--- src/rtl/multicycle_control_pkg.sv ---
// mips_ctrl_pkg: state, opcode and control-field encodings for the multicycle MIPS control FSM.
// Rev 1.0 - initial release.
`default_nettype none

package mips_ctrl_pkg;

  typedef enum logic [3:0] {
    S_IDLE    = 4'd0,
    S_FETCH   = 4'd1,
    S_DECODE  = 4'd2,
    S_MEMADR  = 4'd3,
    S_MEMRD   = 4'd4,
    S_MEMWB   = 4'd5,
    S_MEMWR   = 4'd6,
    S_EXECUTE = 4'd7,
    S_ALUWB   = 4'd8,
    S_BRANCH  = 4'd9,
    S_ADDIEX  = 4'd10,
    S_ADDIWB  = 4'd11,
    S_JUMP    = 4'd12
  } state_t;

  localparam logic [5:0] OP_RTYPE = 6'b000000;
  localparam logic [5:0] OP_LW    = 6'b100011;
  localparam logic [5:0] OP_SW    = 6'b101011;
  localparam logic [5:0] OP_BEQ   = 6'b000100;
  localparam logic [5:0] OP_ADDI  = 6'b001000;
  localparam logic [5:0] OP_J     = 6'b000010;

  localparam logic [1:0] ALU_ADD   = 2'b00;
  localparam logic [1:0] ALU_SUB   = 2'b01;
  localparam logic [1:0] ALU_FUNCT = 2'b10;

  localparam logic [1:0] SRCB_B       = 2'b00;
  localparam logic [1:0] SRCB_FOUR    = 2'b01;
  localparam logic [1:0] SRCB_IMM     = 2'b10;
  localparam logic [1:0] SRCB_IMM_SH2 = 2'b11;

  localparam logic [1:0] PCSRC_ALU    = 2'b00;
  localparam logic [1:0] PCSRC_ALUOUT = 2'b01;
  localparam logic [1:0] PCSRC_JUMP   = 2'b10;

  typedef struct packed {
    logic       pc_en;
    logic       iord;
    logic       mem_read;
    logic       mem_write;
    logic       ir_write;
    logic       reg_dst;
    logic       mem_to_reg;
    logic       reg_write;
    logic       alu_src_a;
    logic [1:0] alu_src_b;
    logic [1:0] alu_op;
    logic [1:0] pc_source;
  } ctrl_t;

  // States whose return to FETCH completes an instruction.
  function automatic logic is_retire_state(input state_t s);
    return (s == S_MEMWB) || (s == S_MEMWR) || (s == S_ALUWB) ||
           (s == S_BRANCH) || (s == S_ADDIWB) || (s == S_JUMP);
  endfunction

endpackage

`default_nettype wire

--- src/rtl/multicycle_control_if.sv ---
// multicycle_control_if: opcode/flag inputs and datapath control outputs of the control FSM.
// Rev 1.0 - initial release.
`default_nettype none

interface multicycle_control_if #(
  parameter int COUNT_W = 32
);
  logic [5:0]         opcode;
  logic               zero;
  logic               mem_ready;
  logic               pc_en;
  logic               iord;
  logic               mem_read;
  logic               mem_write;
  logic               ir_write;
  logic               reg_dst;
  logic               mem_to_reg;
  logic               reg_write;
  logic               alu_src_a;
  logic [1:0]         alu_src_b;
  logic [1:0]         alu_op;
  logic [1:0]         pc_source;
  logic [3:0]         state;
  logic               illegal;
  logic [COUNT_W-1:0] retired;

  modport slave (
    input  opcode, zero, mem_ready,
    output pc_en, iord, mem_read, mem_write, ir_write, reg_dst, mem_to_reg,
           reg_write, alu_src_a, alu_src_b, alu_op, pc_source, state, illegal, retired
  );

  modport master (
    output opcode, zero, mem_ready,
    input  pc_en, iord, mem_read, mem_write, ir_write, reg_dst, mem_to_reg,
           reg_write, alu_src_a, alu_src_b, alu_op, pc_source, state, illegal, retired
  );
endinterface

`default_nettype wire

--- src/rtl/multicycle_control_ctrl_output_decode.sv ---
// ctrl_output_decode: combinational Moore decode of FSM state (plus zero/mem_ready) to datapath controls.
// Rev 1.0 - initial release.
`default_nettype none

module ctrl_output_decode
  import mips_ctrl_pkg::*;
(
  input  state_t i_state,
  input  logic   i_zero,
  input  logic   i_mem_ready,
  output ctrl_t  o_ctrl
);

  always_comb begin
    o_ctrl = '0;
    case (i_state)
      S_FETCH: begin
        // IR load and PC bump fire only on the cycle the fetch completes.
        o_ctrl.mem_read  = 1'b1;
        o_ctrl.ir_write  = i_mem_ready;
        o_ctrl.pc_en     = i_mem_ready;
        o_ctrl.alu_src_b = SRCB_FOUR;
      end
      S_DECODE: o_ctrl.alu_src_b = SRCB_IMM_SH2;
      S_MEMADR, S_ADDIEX: begin
        o_ctrl.alu_src_a = 1'b1;
        o_ctrl.alu_src_b = SRCB_IMM;
      end
      S_MEMRD: begin
        o_ctrl.iord     = 1'b1;
        o_ctrl.mem_read = 1'b1;
      end
      S_MEMWB: begin
        o_ctrl.mem_to_reg = 1'b1;
        o_ctrl.reg_write  = 1'b1;
      end
      S_MEMWR: begin
        o_ctrl.iord      = 1'b1;
        o_ctrl.mem_write = 1'b1;
      end
      S_EXECUTE: begin
        o_ctrl.alu_src_a = 1'b1;
        o_ctrl.alu_op    = ALU_FUNCT;
      end
      S_ALUWB: begin
        o_ctrl.reg_dst   = 1'b1;
        o_ctrl.reg_write = 1'b1;
      end
      S_BRANCH: begin
        o_ctrl.alu_src_a = 1'b1;
        o_ctrl.alu_op    = ALU_SUB;
        o_ctrl.pc_source = PCSRC_ALUOUT;
        o_ctrl.pc_en     = i_zero;
      end
      S_ADDIWB: o_ctrl.reg_write = 1'b1;
      S_JUMP: begin
        o_ctrl.pc_source = PCSRC_JUMP;
        o_ctrl.pc_en     = 1'b1;
      end
      default: o_ctrl = '0;
    endcase
  end

endmodule

`default_nettype wire

--- src/rtl/multicycle_control.sv ---
// multicycle_control: main control FSM of the multicycle MIPS core, with illegal-opcode pulse and retired counter.
// Optional MEM_WAIT_EN: FETCH/MEMRD/MEMWR stall on mem_ready. Rev 1.0 - initial release.
`default_nettype none

module multicycle_control
  import mips_ctrl_pkg::*;
#(
  parameter int COUNT_W = 32
) (
  input  logic                 clk,
  input  logic                 reset,
  multicycle_control_if.slave  bus
);

  state_t             r_state;
  state_t             w_next;
  logic [5:0]         r_opcode;
  logic               r_illegal;
  logic [COUNT_W-1:0] r_retired;
  logic               w_mem_go;
  logic               w_illegal_op;
  ctrl_t              w_ctrl;

`ifdef MEM_WAIT_EN
  assign w_mem_go = bus.mem_ready;
`else
  // Memory always completes in one cycle; mem_ready has no effect.
  assign w_mem_go = bus.mem_ready | 1'b1;
`endif

  always_comb begin
    w_next       = S_FETCH;
    w_illegal_op = 1'b0;
    case (r_state)
      S_IDLE:    w_next = S_FETCH;
      S_FETCH:   w_next = w_mem_go ? S_DECODE : S_FETCH;
      S_DECODE: begin
        case (bus.opcode)
          OP_LW, OP_SW: w_next = S_MEMADR;
          OP_RTYPE:     w_next = S_EXECUTE;
          OP_BEQ:       w_next = S_BRANCH;
          OP_ADDI:      w_next = S_ADDIEX;
          OP_J:         w_next = S_JUMP;
          default: begin
            w_next       = S_FETCH;
            w_illegal_op = 1'b1;
          end
        endcase
      end
      S_MEMADR:  w_next = (r_opcode == OP_LW) ? S_MEMRD : S_MEMWR;
      S_MEMRD:   w_next = w_mem_go ? S_MEMWB : S_MEMRD;
      S_MEMWR:   w_next = w_mem_go ? S_FETCH : S_MEMWR;
      S_EXECUTE: w_next = S_ALUWB;
      S_ADDIEX:  w_next = S_ADDIWB;
      default:   w_next = S_FETCH;
    endcase
  end

  always_ff @(posedge clk or posedge reset) begin
    if (reset) begin
      r_state   <= S_IDLE;
      r_opcode  <= '0;
      r_illegal <= 1'b0;
      r_retired <= '0;
    end else begin
      r_state   <= w_next;
      r_illegal <= w_illegal_op;
      if (r_state == S_DECODE) begin
        r_opcode <= bus.opcode;
      end
      if (is_retire_state(r_state) && (w_next == S_FETCH)) begin
        r_retired <= r_retired + COUNT_W'(1);
      end
    end
  end

  ctrl_output_decode u_decode (
    .i_state     (r_state),
    .i_zero      (bus.zero),
    .i_mem_ready (w_mem_go),
    .o_ctrl      (w_ctrl)
  );

  assign bus.pc_en      = w_ctrl.pc_en;
  assign bus.iord       = w_ctrl.iord;
  assign bus.mem_read   = w_ctrl.mem_read;
  assign bus.mem_write  = w_ctrl.mem_write;
  assign bus.ir_write   = w_ctrl.ir_write;
  assign bus.reg_dst    = w_ctrl.reg_dst;
  assign bus.mem_to_reg = w_ctrl.mem_to_reg;
  assign bus.reg_write  = w_ctrl.reg_write;
  assign bus.alu_src_a  = w_ctrl.alu_src_a;
  assign bus.alu_src_b  = w_ctrl.alu_src_b;
  assign bus.alu_op     = w_ctrl.alu_op;
  assign bus.pc_source  = w_ctrl.pc_source;
  assign bus.state      = r_state;
  assign bus.illegal    = r_illegal;
  assign bus.retired    = r_retired;

endmodule

`default_nettype wire

--- src/flat_wrapper.sv ---
// flat-port wrapper written by rule: the top's interface ports become plain ports
module multicycle_control_flat import mips_ctrl_pkg::*;
#(
  parameter int COUNT_W = 32
)
  (clk, reset, bus_opcode, bus_zero, bus_mem_ready, bus_pc_en, bus_iord, bus_mem_read, bus_mem_write, bus_ir_write, bus_reg_dst, bus_mem_to_reg, bus_reg_write, bus_alu_src_a, bus_alu_src_b, bus_alu_op, bus_pc_source, bus_state, bus_illegal, bus_retired);
  multicycle_control_if #(.COUNT_W(COUNT_W)) bus_i ();
  input  logic clk;
  input  logic reset;
  input wire logic [$bits(bus_i.opcode)-1:0] bus_opcode;
  input wire logic [$bits(bus_i.zero)-1:0] bus_zero;
  input wire logic [$bits(bus_i.mem_ready)-1:0] bus_mem_ready;
  output wire logic [$bits(bus_i.pc_en)-1:0] bus_pc_en;
  output wire logic [$bits(bus_i.iord)-1:0] bus_iord;
  output wire logic [$bits(bus_i.mem_read)-1:0] bus_mem_read;
  output wire logic [$bits(bus_i.mem_write)-1:0] bus_mem_write;
  output wire logic [$bits(bus_i.ir_write)-1:0] bus_ir_write;
  output wire logic [$bits(bus_i.reg_dst)-1:0] bus_reg_dst;
  output wire logic [$bits(bus_i.mem_to_reg)-1:0] bus_mem_to_reg;
  output wire logic [$bits(bus_i.reg_write)-1:0] bus_reg_write;
  output wire logic [$bits(bus_i.alu_src_a)-1:0] bus_alu_src_a;
  output wire logic [$bits(bus_i.alu_src_b)-1:0] bus_alu_src_b;
  output wire logic [$bits(bus_i.alu_op)-1:0] bus_alu_op;
  output wire logic [$bits(bus_i.pc_source)-1:0] bus_pc_source;
  output wire logic [$bits(bus_i.state)-1:0] bus_state;
  output wire logic [$bits(bus_i.illegal)-1:0] bus_illegal;
  output wire logic [$bits(bus_i.retired)-1:0] bus_retired;
  assign bus_i.opcode = bus_opcode;
  assign bus_i.zero = bus_zero;
  assign bus_i.mem_ready = bus_mem_ready;
  assign bus_pc_en = bus_i.pc_en;
  assign bus_iord = bus_i.iord;
  assign bus_mem_read = bus_i.mem_read;
  assign bus_mem_write = bus_i.mem_write;
  assign bus_ir_write = bus_i.ir_write;
  assign bus_reg_dst = bus_i.reg_dst;
  assign bus_mem_to_reg = bus_i.mem_to_reg;
  assign bus_reg_write = bus_i.reg_write;
  assign bus_alu_src_a = bus_i.alu_src_a;
  assign bus_alu_src_b = bus_i.alu_src_b;
  assign bus_alu_op = bus_i.alu_op;
  assign bus_pc_source = bus_i.pc_source;
  assign bus_state = bus_i.state;
  assign bus_illegal = bus_i.illegal;
  assign bus_retired = bus_i.retired;
  multicycle_control #(.COUNT_W(COUNT_W)) u_core (.clk(clk), .reset(reset), .bus(bus_i));
endmodule
--- config.mk ---
export PLATFORM = sky130hd
export DESIGN_NAME = multicycle_control_flat
export DESIGN_NICKNAME = d
export VERILOG_FILES = /design/src/rtl/multicycle_control_pkg.sv /design/src/rtl/multicycle_control_if.sv /design/src/rtl/multicycle_control_ctrl_output_decode.sv /design/src/rtl/multicycle_control.sv /design/src/flat_wrapper.sv
export SDC_FILE = /design/constraint.sdc
export NUM_CORES = 1
export LEC_CHECK = 0
export CAP_MARGIN = 20
export CORE_MARGIN = 4
export CORE_UTILIZATION = 50
export CTS_BUF_LIST = sky130_fd_sc_hd__clkbuf_4
export DETAILED_ROUTE_END_ITERATION = 8
export PLACE_DENSITY_LB_ADDON = 0.25
export SLEW_MARGIN = 20
export SYNTH_ARGS = -nofsm -noshare
export SYNTH_HDL_FRONTEND = slang
export SYNTH_SLANG_ARGS = --single-unit
--- constraint.sdc ---
create_clock -name clk -period 2.25 [get_ports clk]
set_input_delay 0.225 -clock clk [delete_from_list [all_inputs] [get_ports clk]]
set_output_delay 0.225 -clock clk [all_outputs]
set_load 0.03 [all_outputs]
==> flow_summary.ini, run 1 <==
[outcome]
status = finished clean

[clock_tree]
path_clk_slew_ps = 130
cts.sink_count = 43
post_cts_buffers = 0
cts_tree = built
insertion_delay_ps = 350
htreeDepth = 2
cts_root_buf = clkbuf_4
numCtsBuffers = 5
cts-hold-fix-buffers = 0
cts_buffer_depth = 2

[detailed_routing]
wire_per_inst_um = 14.39
first_pass_iters = 4
num_vias = 1926
drt-total-wl_mm = 4.993
drt.antenna.violating_nets = 0
drc = 0
viasPerCell = 5.550
drtIter0Drc = 75

[floorplan]
start_util_pct = 52.39
die_w_um = 76.24
core-area_sq_um = 4444
rows = 24
die-area_sq_um = 5813
io_pins = 62
die_y_um = 76.24

[synth]
async_flop_share_pct = 100.0
synth_seq_cells = 43
synth_cell_types = 44
netlist_instances = 230
synth_area_sq_um = 2328
syn_nets = 241
synth_edf_count = 0
yosys_warnings = 0
avgSynthCellArea_sq_um = 10.12
ys.flop_type = dfrtp_1
yosysSeqAreaShare_pct = 46.21

[setup_path]
cp_slowest_cell = dfrtp_2
r2r_start = u_core.bus.retired[4]$_DFFE_PP0P_
max_stage_delay_ps = 510
crit_type = flop to output pin
regToRegEndpoint = u_core.bus.retired[30]$_DFFE_PP0P_
critical_path_arrival_ps = 1790
worstPathCellList = buf_4 > nor3_1 > a21o_1 > dlygate4sd2_1
path_max_fanout = 10
critPathBufInv = 2
crit_family = buffers and inverters
r2r_cells = 5
end_kind = output pin
cp_data_required_time_ps = 2030
worstSetupStartpointType = flop
r2r_setup_slack_ps = 260

[sta]
worst_pin_slew_ps = 536.2
hold_viol = 0
hold_slack_ps = 313.4
finalCritPeriodShare_pct = 89.73
fmax_ghz = 0.4953
finalSetupViolations = 0
fin_ws_ps = 231.0
skew_ps = 11.89
tns_ps = 0
max_slew_margin_pct = 64.06
rsz0062_at_grt = no
drv_slew = 0
finalCriticalPeriod_ps = 2019

[pwr]
ir_drop_uv = 660.1
power_density_nw_per_um2 = 987.7
p_leak_nw = 1.512
fin_total_pwr_w = 0.003054

[flow_run]
max-cap-violations = 0

[grt]
grt_pass1_vias = 1847
grt_pass1_wl_mm = 8.597
grt_overflow = 0
grt_usage_pct = 17.78
grt_max_degree = 44
antenna_found_initial = 0

[layout]
diodes = 0
area_growth_pct = 32.78
seq_area_sq_um = 1079
n_fill_cell = 354
post-route-cell-area_sq_um = 3092
multi_input_area_sq_um = 1185
layout.nets = 305
drive_gt1_share_pct = 12.54

[place]
place_ws_ps = 269.2
place_hpwl_mm = 3.635
port_buffers = 60
place_area_sq_um = 3002
gp_congestion = 0.7989

[min_path]
hold_class = input pin to async pin
-- cells in the mapped netlist, types with 2 or more instances --
| library cell | n | share of area [%] |
|---|---|---|
| dfrtp_1 | 43 | 46 |
| xnor2_1 | 22 | 8.3 |
| nor2_1 | 20 | 3.2 |
| nand2_1 | 17 | 2.7 |
| xor2_1 | 13 | 4.9 |
| nand3_1 | 12 | 2.6 |
| nor3_1 | 11 | 2.4 |
| a21oi_1 | 8 | 1.7 |
| nand2b_1 | 8 | 2.1 |
| nand4_1 | 8 | 2.1 |
| inv_1 | 6 | 0.97 |
| mux2_2 | 6 | 2.9 |
| o21ai_0 | 6 | 1.3 |
| clkbuf_1 | 5 | 0.81 |
| and3_1 | 4 | 1.1 |
| and2_1 | 3 | 0.81 |
| buf_2 | 3 | 0.64 |
| nor3_2 | 3 | 1.3 |
| mux2i_1 | 2 | 0.86 |
| nand2_4 | 2 | 0.97 |
| nand4_2 | 2 | 1.1 |
| nand4b_1 | 2 | 0.75 |
| nor4_4 | 2 | 1.8 |
| o2bb2ai_2 | 2 | 1.3 |
-- what timing repair did --
item,in CTS,in global routing
resized for setup,9,8
setup endpoints to repair,13,8
hold endpoints to repair,0,0
-- sequential cells by signal (all words and copies together), names as in the netlist --
register	count
u_core.bus.illegal	1
u_core.bus.retired	32
u_core.bus.state	4
u_core.r_opcode	6
-- worst max path at each step --
stage	start	end	slack (ps)	cells past startpoint
2_1_floorplan	u_core.bus.state[3]$_DFF_PP0_	bus_reg_write	130	4
3_3_place_gp	u_core.bus.state[1]$_DFF_PP0_	bus_reg_write	270	4
3_5_place_dp	u_core.bus.state[1]$_DFF_PP0_	bus_reg_write	270	4
4_1_cts	u_core.bus.state[2]$_DFF_PP0_	bus_alu_src_b[1]	4	4
5_1_grt	u_core.bus.retired[4]$_DFFE_PP0P_	u_core.bus.retired[30]$_DFFE_PP0P_	40	5
6_report	u_core.bus.state[0]$_DFF_PP0_	bus_reg_write	230	4
-- power by group --
part           internal (W)  leakage, nW  switching (W)  total (W)
logic              0.000621        0.901       0.000860    0.00148
clock network      0.000229       0.0426       0.000246   0.000475
registers          0.000912        0.569       0.000186    0.00110
total               0.00176         1.51        0.00129    0.00305
-- stage by stage --
step,std cells,utilization [%]
2_1_floorplan,230,-
3_3_place_gp,339,67.54
3_5_place_dp,339,67.54
4_1_cts,347,69.12
5_1_grt,347,69.57
6_report,347,69.57
-- kinds of logic (layout without fill, tap and decap cells) --
logic type,count (synthesis),after routing,share of synthesized area [%]
and+or+nand+nor,101,101,25.74
DFF,43,43,46.21
xor gates and xnor gates,35,35,13.16
AOI/OAI and AO/OA,26,26,7.685
buffers and inverters,16,81,2.901
muxes,8,8,3.761
adders and majority gates,1,1,0.5373
-- metal layers --
metal  track usage [%]  vias to the layer above  routed length [um]
li1                  -                      933                   -
met2             29.17                       42                2446
met1             23.64                      949                2341
met5                 0                        -                   0
met3             3.783                        2                 188
met4             5.435                        0                  15
-- tightest hold or removal path: stages --
cell,delay (ps)
clkdlybuf4s50_1,400
inv_1,60
buf_4,450
-- cells in the final DEF (no fill, tap or decap), types with 2 or more instances in the layout --
| master | synthesis | layout |
|---|---|---|
| clkdlybuf4s50_1 | 0 | 45 |
| dfrtp_1 | 43 | 41 |
| xnor2_1 | 22 | 22 |
| nor2_1 | 20 | 20 |
| nand2_1 | 17 | 17 |
| xor2_1 | 13 | 13 |
| nand3_1 | 12 | 12 |
| nor3_1 | 11 | 11 |
| nand2b_1 | 8 | 8 |
| nand4_1 | 8 | 8 |
| a21oi_1 | 8 | 8 |
| dlymetal6s2s_1 | 0 | 8 |
| dlygate4sd2_1 | 0 | 7 |
| buf_4 | 1 | 7 |
| inv_1 | 6 | 6 |
| o21ai_0 | 6 | 6 |
| mux2_2 | 6 | 6 |
| clkbuf_4 | 0 | 5 |
| and3_1 | 4 | 4 |
| and2_1 | 3 | 3 |
| nor3_2 | 3 | 3 |
| mux2i_1 | 2 | 2 |
| o2bb2ai_2 | 2 | 2 |
| nand4b_1 | 2 | 2 |
| nand4_2 | 2 | 2 |
| nand2_4 | 2 | 2 |
| nor4_4 | 2 | 2 |
| dfrtp_2 | 0 | 2 |
-- layout make-up --
| cell class | instances | area share [%] |
|---|---|---|
| repair buffers | 67 | 21.49 |
| inverters | 6 | 0.7284 |
| multi-input cells | 171 | 38.32 |
| clock buffers | 5 | 1.214 |
| clock inverters | 3 | 1.255 |
| flip-flops and latches | 43 | 34.88 |
| well taps | 52 | 2.104 |
Power figures use the tool's default switching activity.
==> run 2: changes to the inputs <==
--- a/config.mk
+++ b/config.mk
@@ -11,6 +11,7 @@
 export CTS_BUF_LIST = sky130_fd_sc_hd__clkbuf_4
 export DETAILED_ROUTE_END_ITERATION = 8
 export PLACE_DENSITY_LB_ADDON = 0.25
+export SKIP_LAST_GASP = 1
 export SLEW_MARGIN = 20
 export SYNTH_ARGS = -nofsm -noshare
 export SYNTH_HDL_FRONTEND = slang
==> results of run 2 <==
Final layout, timing and power as in run 1 (identical DEF).
==> run 3: changes to the inputs <==
--- a/config.mk
+++ b/config.mk
@@ -5,7 +5,7 @@
 export SDC_FILE = /design/constraint.sdc
 export NUM_CORES = 1
 export LEC_CHECK = 0
-export CAP_MARGIN = 20
+export CAP_MARGIN = 30
 export CORE_MARGIN = 4
 export CORE_UTILIZATION = 50
 export CTS_BUF_LIST = sky130_fd_sc_hd__clkbuf_4
==> constraint.sdc (replaced) <==
create_clock -name clk -period 2.25 [get_ports clk]
set_input_delay 0.675 -clock clk [delete_from_list [all_inputs] [get_ports clk]]
set_output_delay 0.675 -clock clk [all_outputs]
set_load 0.03 [all_outputs]
==> flow_summary.ini, run 3 (synthesis results as in run 1) <==
[sta]
hold_slack_ps = 472.2
finalCriticalPeriod_ps = 2229
finalSetupViolations = 0
hold_viol = 0
skew_ps = 18.76
worst_pin_slew_ps = 548.1
fmax_ghz = 0.4487
max_slew_margin_pct = 63.26
rsz0062_at_grt = yes
finalCritPeriodShare_pct = 99.05
drv_slew = 0

[layout]
final_common_cell = dfrtp_1
layout.nets = 314
final_cell_mix = 43 x dfrtp_1, 30 x clkdlybuf4s50_1, 28 x buf_4
diodes = 0
area_growth_pct = 35.63
final_cells = 355
finalCoreUtilization_pct = 71.06
n_fill_cell = 350
largest_reg_flops = 32
drive_gt1_share_pct = 22.77

[floorplan]
die-area_sq_um = 5813
core-area_sq_um = 4444
io_pins = 62
die_w_um = 76.24
rows = 24
die_y_um = 76.24
start_util_pct = 52.39

[setup_path]
r2r_setup_slack_ps = 250
cp_slowest_cell = dfrtp_1
cp_data_required_time_ps = 1570
r2r_cells = 5
critical_path_arrival_ps = 1550
path_max_fanout = 14
cpMostUsedCell = buf_4
worstSetupStartpointType = flop
end_kind = output pin
regToRegEndpoint = u_core.bus.retired[30]$_DFFE_PP0P_
crit_type = flop to output pin
worstPathCellList = buf_4 > xnor2_1 > nor3_1 > buf_4
max_stage_delay_ps = 430
crit_path_end = bus_alu_src_b[0]
r2r_start = u_core.bus.retired[5]$_DFFE_PP0P_
startpoint = u_core.bus.state[0]$_DFF_PP0_

[detailed_routing]
drtIter0Drc = 77
first_pass_iters = 4
wire_per_inst_um = 14.36
viasPerCell = 5.380
drt-total-wl_mm = 5.097
drc = 0
num_vias = 1910
drt.antenna.violating_nets = 0

[clock_tree]
numCtsBuffers = 5
path_clk_slew_ps = 130
insertion_delay_ps = 340
cts.sink_count = 43
cts_tree = built
cts_buffer_depth = 2
cts_root_buf = clkbuf_4
cts-hold-fix-buffers = 0
htreeDepth = 2

[place]
port_buffers = 60
dpl.cell_count = 347
gp_congestion = 0.8032
place_hpwl_mm = 3.852

[grt]
grt_max_degree = 44
grt_usage_pct = 18.45
grt_pass1_vias = 1910
grt_overflow = 0
grt_pass1_wl_mm = 9.004
antenna_found_initial = 0

[outcome]
status = finished clean

[flow_run]
max-cap-violations = 0

[pwr]
power_density_nw_per_um2 = 969.6
ir_drop_uv = 538.7
fin_total_pwr_w = 0.003062
p_leak_nw = 1.616

[min_path]
hold_class = flop to flop
[run 3: cell types whose count changed in the layout (fill, tap and decap cells not counted), moves of 3 or more]
| cell | before | now |
|---|---|---|
| buf_4 | 7 | 28 |
| clkdlybuf4s50_1 | 45 | 30 |
| a21oi_1 | 8 | 5 |
| a21oi_2 | 0 | 3 |
| dlygate4sd2_1 | 7 | 4 |
| dlymetal6s2s_1 | 8 | 11 |
| nor2_1 | 20 | 17 |
| nor3_1 | 11 | 8 |
| nor3_2 | 3 | 6 |
[run 3: worst max-delay path: cells and delay by family, from the launching register on]
kind          cells  cell delay, ps
xor+xnor          1             320
buf+inv           2             380
flops             1             430
simple gates      1              80
[run 3: layout make-up]
cell class	instances	area, sq um	area share (%)
inverters	6	22.52	0.7132
flip-flops and latches	43	1076	34.07
repair buffers	76	719.4	22.78
well taps	52	65.06	2.060
multi-input cells	171	1229	38.91
clock inverters	2	8.758	0.2773
clock buffers	5	37.54	1.189
[run 3: how the worst min path moves through the flow]
stage | from | to | slack [ps] | cells past startpoint
final | u_core.bus.retired[31]$_DFFE_PP0P_ | u_core.bus.retired[31]$_DFFE_PP0P_ | 470 | 1
after CTS | u_core.bus.retired[31]$_DFFE_PP0P_ | u_core.bus.retired[31]$_DFFE_PP0P_ | 480 | 1
after global placement | u_core.bus.retired[31]$_DFFE_PP0P_ | u_core.bus.retired[31]$_DFFE_PP0P_ | 460 | 1
after floorplan | u_core.r_opcode[5]$_DFFE_PP0P_ | u_core.r_opcode[5]$_DFFE_PP0P_ | 470 | 1
after global routing | u_core.bus.retired[31]$_DFFE_PP0P_ | u_core.bus.retired[31]$_DFFE_PP0P_ | 500 | 1
after detailed placement | u_core.bus.retired[31]$_DFFE_PP0P_ | u_core.bus.retired[31]$_DFFE_PP0P_ | 460 | 1
[run 3: routing by layer]
metal | vias up | GRT usage, % | share of wire (%)
li1 | 948 | - | -
met1 | 916 | 25.17 | 47
met2 | 44 | 31.28 | 49
met3 | 2 | 3.310 | 3.4
met4 | 0 | 2.899 | 0.37
met5 | - | 0 | 0
[run 3: repair_timing]
action	4_1_cts	5_1_grt
gates resized for setup	8	17
cloned	0	0
pin swaps	3	0
buffers inserted	0	1
endpoints found under the setup margin	6	18
[run 3: through the flow]
| stage | setup TNS [ps] | cell area [sq um] | setup WS, ps |
|---|---|---|---|
| after floorplan | -274.5 | 2357 | -121.5 |
| after global placement | -31.90 | 3067 | -31.90 |
| after detailed placement | -57.16 | 3067 | -57.16 |
| after CTS | -78.19 | 3118 | -76.11 |
| after global routing | -239.4 | 3158 | -125.2 |
| final | 0 | 3158 | 21.46 |
[run 3: power breakdown]
part           switching (W)  internal, W
sequential          0.000131     0.000909
clock               0.000233     0.000111
combinational       0.000988     0.000689
total                0.00135      0.00171
